## src/rtl/ob_rd_pkg.sv

```systemverilog
// Shared constants, FSM states and beat tag type for the outbound-buffer read scheduler.
package ob_rd_pkg;

  localparam int unsigned NUM_BANK = 8;
  localparam int unsigned ENTRY_W  = 8;
  localparam int unsigned DATA_W   = 128;
  localparam int unsigned CH_W     = $clog2(NUM_BANK);

  typedef enum logic {
    S_IDLE,
    S_BURST
  } state_e;

  typedef struct packed {
    logic [CH_W-1:0] ch;
    logic            last;
  } tag_t;

  // Bank occupies the nibble above the entry byte; upper bits stay zero.
  function automatic logic [31:0] rd_addr(input logic [CH_W-1:0]    ch,
                                          input logic [ENTRY_W-1:0] entry);
    return {{(32 - CH_W - ENTRY_W){1'b0}}, ch, entry};
  endfunction

endpackage

```

## src/rtl/ob_rd_fifo.sv

```systemverilog
// Synchronous FIFO holding returned beats; read data is presented from the head entry.
module ob_rd_fifo #(
  parameter int unsigned DEPTH = 4,
  parameter int unsigned WIDTH = 132
) (
  input  logic             clk,
  input  logic             rst,
  input  logic             push,
  input  logic [WIDTH-1:0] push_data,
  input  logic             pop,
  output logic [WIDTH-1:0] pop_data,
  output logic             full,
  output logic             empty
);

  localparam int unsigned PTR_W = (DEPTH > 1) ? $clog2(DEPTH) : 1;
  localparam int unsigned CNT_W = $clog2(DEPTH + 1);

  logic [WIDTH-1:0] mem_q [DEPTH];
  logic [PTR_W-1:0] wr_q, rd_q;
  logic [CNT_W-1:0] cnt_q;
  logic             do_push, do_pop;

  assign full     = (cnt_q == CNT_W'(DEPTH));
  assign empty    = (cnt_q == '0);
  assign do_push  = push & ~full;
  assign do_pop   = pop & ~empty;
  assign pop_data = mem_q[rd_q];

  function automatic logic [PTR_W-1:0] ptr_inc(input logic [PTR_W-1:0] p);
    return (p == PTR_W'(DEPTH - 1)) ? '0 : p + PTR_W'(1);
  endfunction

  always_ff @(posedge clk) begin
    if (rst) begin
      wr_q  <= '0;
      rd_q  <= '0;
      cnt_q <= '0;
    end else begin
      if (do_push) wr_q <= ptr_inc(wr_q);
      if (do_pop)  rd_q <= ptr_inc(rd_q);
      if (do_push && !do_pop)      cnt_q <= cnt_q + CNT_W'(1);
      else if (!do_push && do_pop) cnt_q <= cnt_q - CNT_W'(1);
    end
  end

  always_ff @(posedge clk) begin
    if (do_push) mem_q[wr_q] <= push_data;
  end

endmodule

```

## src/rtl/ob_rd_sched.sv

```systemverilog
// Round-robin burst read scheduler for the shared port of the 8-bank outbound buffer,
// returning tagged beats through a credit-controlled output FIFO.
module ob_rd_sched
  import ob_rd_pkg::*;
#(
  parameter int unsigned NUM_CH     = 8,
  parameter int unsigned RD_LAT     = 1,
  parameter int unsigned FIFO_DEPTH = 4
) (
  input  logic                            clk,
  input  logic                            rst,
  input  logic [NUM_CH-1:0]               req_vld,
  output logic [NUM_CH-1:0]               req_rdy,
  input  logic [NUM_CH-1:0][ENTRY_W-1:0]  req_addr,
  input  logic [NUM_CH-1:0][ENTRY_W-1:0]  req_len,
  output logic                            RdEn,
  output logic [31:0]                     RdAddr,
  input  logic [DATA_W-1:0]               RdData,
  output logic                            out_vld,
  input  logic                            out_rdy,
  output logic [DATA_W-1:0]               out_data,
  output logic [CH_W-1:0]                 out_ch,
  output logic                            out_last
);

  localparam int unsigned OCC_W  = $clog2(FIFO_DEPTH + 1);
  localparam int unsigned FIFO_W = DATA_W + $bits(tag_t);

  state_e             state_q, state_d;
  logic [CH_W-1:0]    ch_q, ch_d, rr_q, rr_d;
  logic [ENTRY_W-1:0] entry_q, entry_d, cnt_q, cnt_d;
  logic [OCC_W-1:0]   occ_q, occ_d;
  logic               credit_ok, rd_en;
  logic               any_req;
  logic [CH_W-1:0]    gnt_idx;

  logic [RD_LAT-1:0]       tv_q;
  tag_t [RD_LAT-1:0]       tag_q;
  logic                    fifo_push, fifo_pop, fifo_full, fifo_empty;
  logic [FIFO_W-1:0]       fifo_rdata;
  logic [DATA_W-1:0]       head_data;
  tag_t                    head_tag;

  // First requester at or after rr_q, scanning modulo NUM_CH.
  always_comb begin
    logic [31:0]     c;
    logic [CH_W-1:0] c_idx;
    any_req = 1'b0;
    gnt_idx = '0;
    c       = '0;
    c_idx   = '0;
    for (int unsigned i = 0; i < NUM_CH; i++) begin
      c     = (32'(rr_q) + i) % NUM_CH;
      c_idx = CH_W'(c);
      if (!any_req && req_vld[c_idx]) begin
        any_req = 1'b1;
        gnt_idx = c_idx;
      end
    end
  end

  assign credit_ok = (occ_q < OCC_W'(FIFO_DEPTH));

  always_comb begin
    state_d = state_q;
    ch_d    = ch_q;
    entry_d = entry_q;
    cnt_d   = cnt_q;
    rr_d    = rr_q;
    req_rdy = '0;
    rd_en   = 1'b0;
    unique case (state_q)
      S_IDLE: begin
        if (any_req && !rst) begin
          req_rdy[gnt_idx] = 1'b1;
          ch_d    = gnt_idx;
          entry_d = req_addr[gnt_idx];
          cnt_d   = req_len[gnt_idx];
          rr_d    = (gnt_idx == CH_W'(NUM_CH - 1)) ? '0 : gnt_idx + CH_W'(1);
          state_d = S_BURST;
        end
      end
      S_BURST: begin
        if (credit_ok && !rst) begin
          rd_en   = 1'b1;
          entry_d = entry_q + ENTRY_W'(1);
          cnt_d   = cnt_q - ENTRY_W'(1);
          if (cnt_q == '0) state_d = S_IDLE;
        end
      end
      default: state_d = S_IDLE;
    endcase
  end

  assign RdEn   = rd_en;
  assign RdAddr = rd_en ? rd_addr(ch_q, entry_q) : '0;

  assign fifo_pop = out_vld & out_rdy;

  always_comb begin
    occ_d = occ_q;
    if (rd_en && !fifo_pop)      occ_d = occ_q + OCC_W'(1);
    else if (!rd_en && fifo_pop) occ_d = occ_q - OCC_W'(1);
  end

  always_ff @(posedge clk) begin
    if (rst) begin
      state_q <= S_IDLE;
      ch_q    <= '0;
      rr_q    <= '0;
      entry_q <= '0;
      cnt_q   <= '0;
      occ_q   <= '0;
    end else begin
      state_q <= state_d;
      ch_q    <= ch_d;
      rr_q    <= rr_d;
      entry_q <= entry_d;
      cnt_q   <= cnt_d;
      occ_q   <= occ_d;
    end
  end

  // Tags ride alongside the RAM latency so each returning word knows its channel.
  always_ff @(posedge clk) begin
    if (rst) begin
      tv_q  <= '0;
      tag_q <= '0;
    end else begin
      tv_q[0]  <= rd_en;
      tag_q[0] <= '{ch: ch_q, last: (cnt_q == '0)};
      for (int unsigned i = 1; i < RD_LAT; i++) begin
        tv_q[i]  <= tv_q[i-1];
        tag_q[i] <= tag_q[i-1];
      end
    end
  end

  assign fifo_push = tv_q[RD_LAT-1] & ~fifo_full;

  ob_rd_fifo #(
    .DEPTH (FIFO_DEPTH),
    .WIDTH (FIFO_W)
  ) u_fifo (
    .clk       (clk),
    .rst       (rst),
    .push      (fifo_push),
    .push_data ({RdData, tag_q[RD_LAT-1]}),
    .pop       (fifo_pop),
    .pop_data  (fifo_rdata),
    .full      (fifo_full),
    .empty     (fifo_empty)
  );

  assign {head_data, head_tag} = fifo_rdata;

  always_comb begin
    out_vld  = ~fifo_empty;
    out_data = '0;
    out_ch   = '0;
    out_last = 1'b0;
    if (out_vld) begin
      out_data = head_data;
      out_ch   = head_tag.ch;
      out_last = head_tag.last;
    end
  end

endmodule

```

## config.mk

```make
export PLATFORM = sky130hd
export DESIGN_NAME = ob_rd_sched
export DESIGN_NICKNAME = d
export VERILOG_FILES = /design/src/rtl/ob_rd_pkg.sv /design/src/rtl/ob_rd_fifo.sv /design/src/rtl/ob_rd_sched.sv
export SDC_FILE = /design/constraint.sdc
export NUM_CORES = 1
export LEC_CHECK = 0
export ABC_AREA = 1
export BUFFER_PORTS_ARGS = -buffer_cell sky130_fd_sc_hd__buf_2
export CORE_UTILIZATION = 35
export CTS_BUF_LIST = sky130_fd_sc_hd__clkbuf_2
export DETAILED_ROUTE_END_ITERATION = 8
export GPL_TIMING_DRIVEN = 0
export PLACE_DENSITY = 0.65
export REMOVE_ABC_BUFFERS = 1
export SETUP_SLACK_MARGIN = 0.1
export SLEW_MARGIN = 5
export SYNTH_ARGS = -nofsm -noshare
export SYNTH_HDL_FRONTEND = slang
export SYNTH_HIERARCHICAL = 1
export SYNTH_SLANG_ARGS = --single-unit
```

## constraint.sdc

```tcl
create_clock -name clk -period 20.4 [get_ports clk]
set_clock_uncertainty 0.1 [all_clocks]
set_input_delay 2.04 -clock clk [delete_from_list [all_inputs] [get_ports clk]]
set_output_delay 2.04 -clock clk [all_outputs]
set_load 0.1 [all_outputs]
```

==> results of run 1 <==
## cells in the final DEF, fill, tap and decap left out, types with 13 or more instances in the layout
cell | netlist | layout
sky130_fd_sc_hd__conb_1 | 1 | 21
sky130_fd_sc_hd__inv_1 | 210 | 209
sky130_fd_sc_hd__nand2_1 | 305 | 305
sky130_fd_sc_hd__edfxtp_1 | 528 | 528
sky130_fd_sc_hd__o21ai_0 | 175 | 175
sky130_fd_sc_hd__o21ai_1 | 153 | 153
sky130_fd_sc_hd__buf_12 | 0 | 20
sky130_fd_sc_hd__clkbuf_2 | 0 | 208
sky130_fd_sc_hd__dfxtp_1 | 40 | 38
sky130_fd_sc_hd__ha_1 | 13 | 13
sky130_fd_sc_hd__nor2_1 | 465 | 461
sky130_fd_sc_hd__clkinv_1 | 0 | 15
sky130_fd_sc_hd__a21oi_1 | 36 | 36
sky130_fd_sc_hd__buf_2 | 38 | 419
sky130_fd_sc_hd__o22ai_1 | 133 | 133
sky130_fd_sc_hd__nand3_1 | 54 | 54
## area by class of cell
type	count	area [sq um]	share of cell area
timing repair buffer	449	2770	0.0943
multi-input combinational	1414	6660	0.226
inverter	219	842	0.0286
antenna	6	15.0	0.000511
clock buffer	208	1040	0.0354
tap	940	1180	0.0400
sequential	568	16700	0.567
clock inverter	35	239	0.00813
## worst max-delay path, stage by stage (launching register included)
cell and delay, ps:
sky130_fd_sc_hd__dfxtp_1 660, sky130_fd_sc_hd__inv_2 210, sky130_fd_sc_hd__ha_1 440, sky130_fd_sc_hd__inv_1 240
sky130_fd_sc_hd__nand3_1 150, sky130_fd_sc_hd__nand3_1 150, sky130_fd_sc_hd__nand2_2 120, sky130_fd_sc_hd__nor2_8 140
sky130_fd_sc_hd__nand3_1 100, sky130_fd_sc_hd__nand2_1 80, sky130_fd_sc_hd__inv_1 50, sky130_fd_sc_hd__nor2_2 150
sky130_fd_sc_hd__nand3_4 270, sky130_fd_sc_hd__nand2_4 650, sky130_fd_sc_hd__inv_4 320, sky130_fd_sc_hd__nor2_1 230
sky130_fd_sc_hd__inv_1 120, sky130_fd_sc_hd__nor2_1 120, sky130_fd_sc_hd__buf_2 430
## worst min-delay path by stage
| stage | endpoint | slack [ps] | cells past startpoint |
|---|---|---|---|
| floorplan | tag_q[1]$_SDFF_PP0_ | 320 | 2 |
| global placement | u_fifo/mem_q[2][3]$_DFFE_PP_ | 360 | 0 |
| detailed placement | u_fifo/mem_q[2][3]$_DFFE_PP_ | 360 | 0 |
| CTS | u_fifo/mem_q[3][2]$_DFFE_PP_ | 350 | 0 |
| global route | u_fifo/mem_q[3][2]$_DFFE_PP_ | 380 | 0 |
| finish | u_fifo/mem_q[0][2]$_DFFE_PP_ | 360 | 0 |
## layer usage
| layer | vias up | global-route usage |
|---|---|---|
| met2 | 607 | 0.291 |
| li1 | 8998 | - |
| met5 | - | 0 |
| met3 | 110 | 0.0465 |
| met4 | 4 | 0.0788 |
| met1 | 8500 | 0.184 |
## registers in the layout, indices dropped and copies added, names as in the netlist, named ones only
name	cells
ch_q	3
cnt_q	8
entry_q	8
occ_q	3
rr_q	3
state_q	1
tag_q	4
tv_q	1
u_fifo/cnt_q	3
u_fifo/mem_q	528
u_fifo/rd_q	2
u_fifo/wr_q	2
## through the flow
stage | instance area [sq um] | utilization
floorplan | 24100 | -
global placement | 27400 | 0.390
detailed placement | 28100 | 0.401
CTS | 29400 | 0.419
global route | 29400 | 0.419
finish | 29400 | 0.419
## kinds of logic after synthesis
logic type,Yosys count,share of synthesized area
DFF,568,0.669
AOI/OAI and AO/OA,503,0.109
xor gates and xnor gates,7,0.00307
buffers and inverters,370,0.0677
and+or+nand+nor,868,0.143
adders and majority gates,15,0.00814
other,1,0.000151
==> impl_results.html, run 1 <==
<table>
<tr><th>Metric</th><th>Value</th></tr>
<tr><th colspan="2">Run status</th></tr>
<tr><td>Status</td><td>completed</td></tr>
<tr><th colspan="2">Clock network</th></tr>
<tr><td>Hold-fix buffer count after cts</td><td>0</td></tr>
<tr><td>Clk slew on worst S/H paths</td><td>100 ps</td></tr>
<tr><td>Max Buffers Root-to-Sink</td><td>3</td></tr>
<tr><td>Worst skew pair latency</td><td>1220 ps</td></tr>
<tr><td>CTS HTree Levels</td><td>4</td></tr>
<tr><td>Master cell of the clock root buffer</td><td>sky130_fd_sc_hd__clkbuf_2</td></tr>
<tr><td>Number of clock buffers inserted by TritonCTS</td><td>146</td></tr>
<tr><td>Post CTS Setup Buffer Count</td><td>0</td></tr>
<tr><td>Number of sinks driven by the clock tree</td><td>~570</td></tr>
<tr><td>TritonCTS clock tree</td><td>built</td></tr>
<tr><td>Cells resized by post-CTS repair</td><td>0</td></tr>
<tr><th colspan="2">Detailed routing</th></tr>
<tr><td>Sum of routed wire segments on met1</td><td>between 20000 and 25000 microns</td></tr>
<tr><td>First-pass iteration count of the detailed router</td><td>5</td></tr>
<tr><td>Post-detailed-route DRC marker count</td><td>0</td></tr>
<tr><td>Metal2 WL</td><td>roughly 31000 microns</td></tr>
<tr><td>Wire length on met3</td><td>roughly 4000 microns</td></tr>
<tr><td>Routed wire length per instance</td><td>between 15 and 20 microns</td></tr>
<tr><td>Final wirelength</td><td>61400 microns</td></tr>
<tr><td>Violation count after the first detailed-route iteration</td><td>about 920</td></tr>
<tr><td>Top layer used by detailed routing</td><td>met5</td></tr>
<tr><td>Overall via count from detail_route</td><td>18219</td></tr>
<tr><td>Routed via count divided by cell count</td><td>approximately 4.7</td></tr>
<tr><td>Post-route ant nets</td><td>0</td></tr>
<tr><th colspan="2">Critical path</th></tr>
<tr><td>Source of the critical timing path</td><td>rr_q[0]$_SDFFE_PP0P_</td></tr>
<tr><td>Top fanout value on the critical path</td><td>81</td></tr>
<tr><td>Worst reg2reg path endpoint</td><td>entry_q[4]$_SDFFE_PP0P_</td></tr>
<tr><td>Critical path class</td><td>reg -&gt; out</td></tr>
<tr><td>Endpoint of the most critical setup path</td><td>req_rdy[6]</td></tr>
<tr><td>Critical path data required time</td><td>18260 ps</td></tr>
<tr><td>Signal arrival time at the worst endpoint</td><td>5820 ps</td></tr>
<tr><td>Number of cells traversed by the worst register-to-register path</td><td>19</td></tr>
<tr><td>Launch instance of the worst register-to-register path</td><td>rr_q[0]$_SDFFE_PP0P_</td></tr>
<tr><td>Type of destination of the critical path</td><td>output port</td></tr>
<tr><td>Launching element type of the critical path</td><td>flop</td></tr>
<tr><td>Setup slack, reg-to-reg</td><td>15840 ps</td></tr>
<tr><th colspan="2">STA</th></tr>
<tr><td>Final setup margin</td><td>12440 ps</td></tr>
<tr><td>Relative max-transition margin</td><td>0.386</td></tr>
<tr><td>Minimum hold slack</td><td>357 ps</td></tr>
<tr><td>Setup violations, final</td><td>0</td></tr>
<tr><td>Final Hold Vio Count</td><td>0</td></tr>
<tr><td>Unrepaired setup endpoints after global routing</td><td>false</td></tr>
<tr><td>Summed negative setup slack over all endpoints</td><td>0 ps</td></tr>
<tr><td>Share of the clock period used by the worst path</td><td>0.390</td></tr>
<tr><td>Tmin final</td><td>between 7000 and 8000 ps</td></tr>
<tr><td>Least-Margin Pin Slew</td><td>920 ps</td></tr>
<tr><td>Max-slew violation count</td><td>0</td></tr>
<tr><td>Timing-limited maximum frequency</td><td>0.126 GHz</td></tr>
<tr><th colspan="2">Yosys</th></tr>
<tr><td>Ys Warns</td><td>6</td></tr>
<tr><td>Fraction of post-synthesis cell area in the top cell type by area</td><td>0.637</td></tr>
<tr><td>Top FF cell, synth</td><td>sky130_fd_sc_hd__edfxtp_1</td></tr>
<tr><td>Most common library cells after synthesis</td><td>sky130_fd_sc_hd__edfxtp_1 (528), sky130_fd_sc_hd__nor2_1 (465), sky130_fd_sc_hd__nand2_1 (305), sky130_fd_sc_hd__inv_1 (210), sky130_fd_sc_hd__o21ai_0 (175)</td></tr>
<tr><td>Library cell with the largest summed area after synthesis</td><td>sky130_fd_sc_hd__edfxtp_1</td></tr>
<tr><td>Synth async-reset ratio</td><td>0</td></tr>
<tr><td>Gate count of the mapped netlist</td><td>2332</td></tr>
<tr><td>Number of enable flip-flop cells after synthesis</td><td>528</td></tr>
<tr><td>Main area contributors after synthesis</td><td>sky130_fd_sc_hd__edfxtp_1 (64%), sky130_fd_sc_hd__nor2_1 (7.0%), sky130_fd_sc_hd__nand2_1 (4.6%), sky130_fd_sc_hd__o21ai_0 (3.5%), sky130_fd_sc_hd__o22ai_1 (3.3%)</td></tr>
<tr><td>Per-instance average area after synthesis</td><td>10.7 sq um</td></tr>
<tr><td>Post-synth cell types</td><td>44</td></tr>
<tr><td>Netlist area before placement</td><td>~0.025 sq mm</td></tr>
<tr><td>Count of state elements after synthesis</td><td>568</td></tr>
<tr><td>Top-count cell post-synth</td><td>sky130_fd_sc_hd__edfxtp_1</td></tr>
<tr><td>Sequential area share after synthesis</td><td>0.669</td></tr>
<tr><th colspan="2">Floorplanning</th></tr>
<tr><td># rows</td><td>97</td></tr>
<tr><td>Horizontal die dimension</td><td>around 270 microns</td></tr>
<tr><td>Placeable core region</td><td>0.0701 sq mm</td></tr>
<tr><td>Boundary Pins</td><td>441</td></tr>
<tr><td>Starting utilization of the core area</td><td>0.355</td></tr>
<tr><td>Die area</td><td>a little over 0.07 sq mm</td></tr>
<tr><td>Height of the die</td><td>269 microns</td></tr>
<tr><th colspan="2">Global route</th></tr>
<tr><td>GRT overflow</td><td>0</td></tr>
<tr><td>Combined global-route utilization of all metal layers</td><td>0.166</td></tr>
<tr><td>Vias in the first global route</td><td>17403</td></tr>
<tr><td>Initial antenna violation count</td><td>7</td></tr>
<tr><td>Wire length of the first global-routing pass</td><td>91700 microns</td></tr>
<tr><td>Largest net degree at the start of global routing</td><td>~140</td></tr>
<tr><th colspan="2">Layout</th></tr>
<tr><td>Share of final-layout standard cells stronger than drive strength 1</td><td>0.249</td></tr>
<tr><td>Non-filler cells, final</td><td>3839</td></tr>
<tr><td>Final nets</td><td>roughly 3000</td></tr>
<tr><td># fillers</td><td>6843</td></tr>
<tr><td>Synthesis-to-layout area growth</td><td>18.1%</td></tr>
<tr><th colspan="2">Placed design</th></tr>
<tr><td>HPWL after DPL</td><td>slightly below 40000 microns</td></tr>
<tr><td>Final weighted congestion in routability-driven placement</td><td>0.851</td></tr>
<tr><td>Placed Cells</td><td>between 3000 and 4000</td></tr>
<tr><td>Pre-CTS WS</td><td>13000 ps</td></tr>
<tr><td>Buffers on Ports</td><td>419</td></tr>
<tr><th colspan="2">Worst hold path</th></tr>
<tr><td>Class of the worst hold path</td><td>reg -&gt; reg</td></tr>
<tr><td>Start point of the worst hold path</td><td>tag_q[2]$_SDFF_PP0_</td></tr>
<tr><th colspan="2">Run</th></tr>
<tr><td>Count of max-cap constraint violations</td><td>0</td></tr>
</table>
Power of run 1 is not shown: default switching activity piles up to over one toggle a cycle in this logic, so the estimate is an artifact.
==> inputs of run 2 (changes only) <==
ABC_AREA = 0   (was 1)
PLACE_DENSITY = 0.67   (was 0.65)
clock period = 6.4 ns   (was 20.4 ns; I/O delays follow)
==> impl_results.html, run 2 <==
<table>
<tr><th>Metric</th><th>Value</th></tr>
<tr><th colspan="2">Global route</th></tr>
<tr><td>Largest net degree at the start of global routing</td><td>45</td></tr>
<tr><td>Combined global-route utilization of all metal layers</td><td>0.179</td></tr>
<tr><td>Wire length of the first global-routing pass</td><td>96200 microns</td></tr>
<tr><td>GRT overflow</td><td>0</td></tr>
<tr><td>Vias in the first global route</td><td>17564</td></tr>
<tr><td>Initial antenna violation count</td><td>6</td></tr>
<tr><th colspan="2">STA</th></tr>
<tr><td>Share of the clock period used by the worst path</td><td>0.954</td></tr>
<tr><td>Final setup margin</td><td>291 ps</td></tr>
<tr><td>Unrepaired setup endpoints after global routing</td><td>false</td></tr>
<tr><td>Minimum hold slack</td><td>305 ps</td></tr>
<tr><td>Timing-limited maximum frequency</td><td>between 0.15 and 0.2 GHz</td></tr>
<tr><td>Least-Margin Pin Slew</td><td>~1000 ps</td></tr>
<tr><td>Final Hold Vio Count</td><td>0</td></tr>
<tr><td>Tmin final</td><td>slightly above 6000 ps</td></tr>
<tr><td>Max-slew violation count</td><td>0</td></tr>
<tr><td>Relative max-transition margin</td><td>0.304</td></tr>
<tr><td>Setup violations, final</td><td>0</td></tr>
<tr><th colspan="2">Floorplanning</th></tr>
<tr><td>Placeable core region</td><td>0.0687 sq mm</td></tr>
<tr><td># rows</td><td>96</td></tr>
<tr><td>Die area</td><td>a little over 0.07 sq mm</td></tr>
<tr><td>Horizontal die dimension</td><td>roughly 270 microns</td></tr>
<tr><td>Height of the die</td><td>266 microns</td></tr>
<tr><td>Starting utilization of the core area</td><td>0.354</td></tr>
<tr><td>Boundary Pins</td><td>441</td></tr>
<tr><th colspan="2">Yosys</th></tr>
<tr><td>Most common library cells after synthesis</td><td>sky130_fd_sc_hd__edfxtp_1 (528), sky130_fd_sc_hd__mux4_2 (148), sky130_fd_sc_hd__nor2b_1 (139), sky130_fd_sc_hd__nand2_1 (79), sky130_fd_sc_hd__dfxtp_1 (40)</td></tr>
<tr><td>Post-synth cell types</td><td>71</td></tr>
<tr><td>Sequential area share after synthesis</td><td>0.685</td></tr>
<tr><td>Top-count cell post-synth</td><td>sky130_fd_sc_hd__edfxtp_1</td></tr>
<tr><td>Number of enable flip-flop cells after synthesis</td><td>528</td></tr>
<tr><td>Ys Warns</td><td>6</td></tr>
<tr><td>Top FF cell, synth</td><td>sky130_fd_sc_hd__edfxtp_1</td></tr>
<tr><td>Netlist area before placement</td><td>0.0243 sq mm</td></tr>
<tr><td>Per-instance average area after synthesis</td><td>17.4 sq um</td></tr>
<tr><td>Main area contributors after synthesis</td><td>sky130_fd_sc_hd__edfxtp_1 (65%), sky130_fd_sc_hd__mux4_2 (14%), sky130_fd_sc_hd__nor2b_1 (3.6%), sky130_fd_sc_hd__dfxtp_1 (3.3%), sky130_fd_sc_hd__mux2i_1 (1.2%)</td></tr>
<tr><td>Fraction of post-synthesis cell area in the top cell type by area</td><td>0.652</td></tr>
<tr><td>Library cell with the largest summed area after synthesis</td><td>sky130_fd_sc_hd__edfxtp_1</td></tr>
<tr><td>Count of state elements after synthesis</td><td>568</td></tr>
<tr><td>Synth async-reset ratio</td><td>0</td></tr>
<tr><td>Gate count of the mapped netlist</td><td>1401</td></tr>
<tr><th colspan="2">Power</th></tr>
<tr><td>Logic pwr share</td><td>0.568</td></tr>
<tr><td>Power density of the placed cells</td><td>501 mW/mm^2</td></tr>
<tr><td>Portion of total power attributed to sequential cells</td><td>0.283</td></tr>
<tr><td>Total internal power</td><td>7840 uW</td></tr>
<tr><td>Static leakage</td><td>about 0.012 uW</td></tr>
<tr><td>Worst IR drop on VDD</td><td>a little over 400 uV</td></tr>
<tr><td>Net Switching</td><td>8440 uW</td></tr>
<tr><td>Design Power</td><td>around 16000 uW</td></tr>
<tr><td>Switching share of total power</td><td>0.519</td></tr>
<tr><td>Part of the total power dissipated in the clock network</td><td>0.150</td></tr>
<tr><th colspan="2">Critical path</th></tr>
<tr><td>Max incr delay on CP</td><td>between 600 and 700 ps</td></tr>
<tr><td>Family of cells with the greatest summed delay on the critical path</td><td>buffers and inverters</td></tr>
<tr><td>Launching element type of the critical path</td><td>flop</td></tr>
<tr><td>Critical path class</td><td>reg -&gt; reg</td></tr>
<tr><td>Signal arrival time at the worst endpoint</td><td>7140 ps</td></tr>
<tr><td>Slowest-stage cell, CP</td><td>sky130_fd_sc_hd__or4_4</td></tr>
<tr><td>Critical path data required time</td><td>7430 ps</td></tr>
<tr><td>Total buffers and inverters traversed by the critical path</td><td>4</td></tr>
<tr><td>Type of destination of the critical path</td><td>flop</td></tr>
<tr><td>Most numerous cell on the critical path</td><td>sky130_fd_sc_hd__dlygate4sd3_1</td></tr>
<tr><td>Top fanout value on the critical path</td><td>17</td></tr>
<tr><td>Series of cell instances along the critical path</td><td>inv_1, ha_4, mux2_2, mux4_2, o32a_1, or4_4, o21ai_4, nand2_8, a211o_1, dlygate4sd3_1, a21o_1, dlygate4sd3_1, a211o_1, dlygate4sd3_1</td></tr>
<tr><th colspan="2">Detailed routing</th></tr>
<tr><td>Final wirelength</td><td>62900 microns</td></tr>
<tr><td>Violation count after the first detailed-route iteration</td><td>about 970</td></tr>
<tr><td>Routed via count divided by cell count</td><td>between 4 and 5</td></tr>
<tr><td>Post-route ant nets</td><td>0</td></tr>
<tr><td>First-pass iteration count of the detailed router</td><td>5</td></tr>
<tr><td>Routed wire length per instance</td><td>between 15 and 20 microns</td></tr>
<tr><td>Post-detailed-route DRC marker count</td><td>0</td></tr>
<tr><td>Overall via count from detail_route</td><td>between 15000 and 20000</td></tr>
<tr><th colspan="2">Clock network</th></tr>
<tr><td>Clk slew on worst S/H paths</td><td>100 ps</td></tr>
<tr><td>Max Buffers Root-to-Sink</td><td>3</td></tr>
<tr><td>Number of clock buffers inserted by TritonCTS</td><td>142</td></tr>
<tr><td>CTS HTree Levels</td><td>4</td></tr>
<tr><td>Worst skew pair latency</td><td>1240 ps</td></tr>
<tr><td>Master cell of the clock root buffer</td><td>sky130_fd_sc_hd__clkbuf_2</td></tr>
<tr><td>Number of sinks driven by the clock tree</td><td>568</td></tr>
<tr><td>TritonCTS clock tree</td><td>built</td></tr>
<tr><th colspan="2">Layout</th></tr>
<tr><td>Most frequent cells in the layout</td><td>sky130_fd_sc_hd__edfxtp_1 (528), sky130_fd_sc_hd__buf_2 (412), sky130_fd_sc_hd__dlygate4sd3_1 (320)</td></tr>
<tr><td>Synthesis-to-layout area growth</td><td>33.6%</td></tr>
<tr><td>Largest registers in the final layout</td><td>u_fifo/mem_q x528, cnt_q x8, entry_q x8</td></tr>
<tr><td>Flip-flop count of the largest register after layout</td><td>528</td></tr>
<tr><td>Largest reg by FF count</td><td>u_fifo/mem_q</td></tr>
<tr><td>Most common library cell in the layout ignoring fill and taps</td><td>sky130_fd_sc_hd__edfxtp_1</td></tr>
<tr><td>Share of final-layout standard cells stronger than drive strength 1</td><td>0.376</td></tr>
<tr><td>Final nets</td><td>2531</td></tr>
<tr><td>Non-filler cells, final</td><td>3288</td></tr>
<tr><th colspan="2">Placed design</th></tr>
<tr><td>Pre-CTS WS</td><td>-800 ps</td></tr>
<tr><td>HPWL after DPL</td><td>about 39000 microns</td></tr>
<tr><td>Placed Cells</td><td>2703</td></tr>
<tr><td>Final weighted congestion in routability-driven placement</td><td>~0.89</td></tr>
<tr><td>Buffers on Ports</td><td>~420</td></tr>
<tr><th colspan="2">Run</th></tr>
<tr><td>Count of max-cap constraint violations</td><td>0</td></tr>
<tr><th colspan="2">Worst hold path</th></tr>
<tr><td>Class of the worst hold path</td><td>in -&gt; reg</td></tr>
<tr><th colspan="2">Run status</th></tr>
<tr><td>Status</td><td>completed</td></tr>
</table>
-- run 2: changes by cell type after synthesis, sizes merged, moves of 16 or more --
cell / previous run / this run
nand2: 312 / 80
a31oi: 1 / 21
inv: 219 / 24
clkbuf: 57 / 35
buf: 94 / 66
nor2b: 0 / 139
o22ai: 133 / 2
mux4: 0 / 148
nor2: 474 / 36
nand3: 60 / 25
and2: 0 / 16
o21ai: 328 / 16
mux2i: 0 / 30
-- run 2: cells by family (layout without fill, tap and decap cells) --
logic type | Yosys count | in the layout | synth area share
buf+inv | 125 | 1052 | 0.0282
compound gates | 152 | 153 | 0.0440
simple gates | 340 | 342 | 0.0753
xor+xnor | 9 | 9 | 0.00324
other cells | 1 | 27 | 0.000154
mux | 191 | 191 | 0.156
fa+ha+maj | 15 | 15 | 0.00834
flops | 568 | 568 | 0.685
-- run 2: layer usage --
metal / track usage / wire length, microns
met5: 0 / 23
met4: 0.0868 / 2090
met1: 0.205 / 24700
met3: 0.0505 / 4460
met2: 0.308 / 31600
-- run 2: repair_timing --
item / 4_1_cts / 5_1_grt
pin swaps: 3 / 1
hold endpoints to repair: 552 / 0
endpoints found under the setup margin: 25 / 7
hold buffers: 320 / 0
gates cloned: 3 / 0
gates resized for setup: 18 / 7
buffers inserted: 4 / 6
-- run 2: metrics by stage --
step / setup TNS [ps] / util / instance area, sq um
final: 0 / 0.473 / 32500
after CTS: 0 / 0.471 / 32400
after detailed placement: -9300 / 0.404 / 27800
after floorplan: -644020 / - / 23800
after global routing: 0 / 0.473 / 32500
after global placement: -2124290 / 0.394 / 27100
-- run 2: cell type report --
type / count / area (sq um)
tap: 931 / 1160
sequential: 568 / 16700
clock inverter: 43 / 300
timing repair buffer: 782 / 6040
inverter: 24 / 91.3
fill: 6068 / 36200
clock buffer: 203 / 1020
antenna: 6 / 15.0
multi-input combinational: 731 / 7190
-- run 2: path summary, 6_finish.rpt --
check / from / end / slack [ps] / depth (start not counted)
hold / removal: req_addr[11] / entry_q[3]$_SDFFE_PP0P_ / 300 / 5
setup reg to reg: rr_q[1]$_SDFFE_PP0P_ / cnt_q[1]$_SDFFE_PP0P_ / 290 / 14
hold reg to reg: tag_q[1]$_SDFF_PP0_ / u_fifo/mem_q[1][1]$_DFFE_PP_ / 380 / 0
setup / recovery: rr_q[1]$_SDFFE_PP0P_ / cnt_q[1]$_SDFFE_PP0P_ / 290 / 14
-- run 2: worst reg2reg max path, cell delays in order, from the launching register on --
cell	delay [ps]
sky130_fd_sc_hd__dfxtp_4	500
sky130_fd_sc_hd__inv_1	210
sky130_fd_sc_hd__ha_4	430
sky130_fd_sc_hd__mux2_2	380
sky130_fd_sc_hd__mux4_2	510
sky130_fd_sc_hd__o32a_1	390
sky130_fd_sc_hd__or4_4	610
sky130_fd_sc_hd__o21ai_4	210
sky130_fd_sc_hd__nand2_8	220
sky130_fd_sc_hd__a211o_1	330
sky130_fd_sc_hd__dlygate4sd3_1	550
sky130_fd_sc_hd__a21o_1	200
sky130_fd_sc_hd__dlygate4sd3_1	590
sky130_fd_sc_hd__a211o_1	260
sky130_fd_sc_hd__dlygate4sd3_1	550
-- run 2: power groups by stage --
stage	Sequential (uW)	Combinational (uW)	Clock [uW]
after CTS	4620	9180	2560
after global routing	4640	9670	2730
after floorplan	4760	5300	0
final	4600	9240	2430
after detailed placement	4710	8640	0
after global placement	4890	5070	0
No activity file was read; power rests on OpenSTA's default activity.
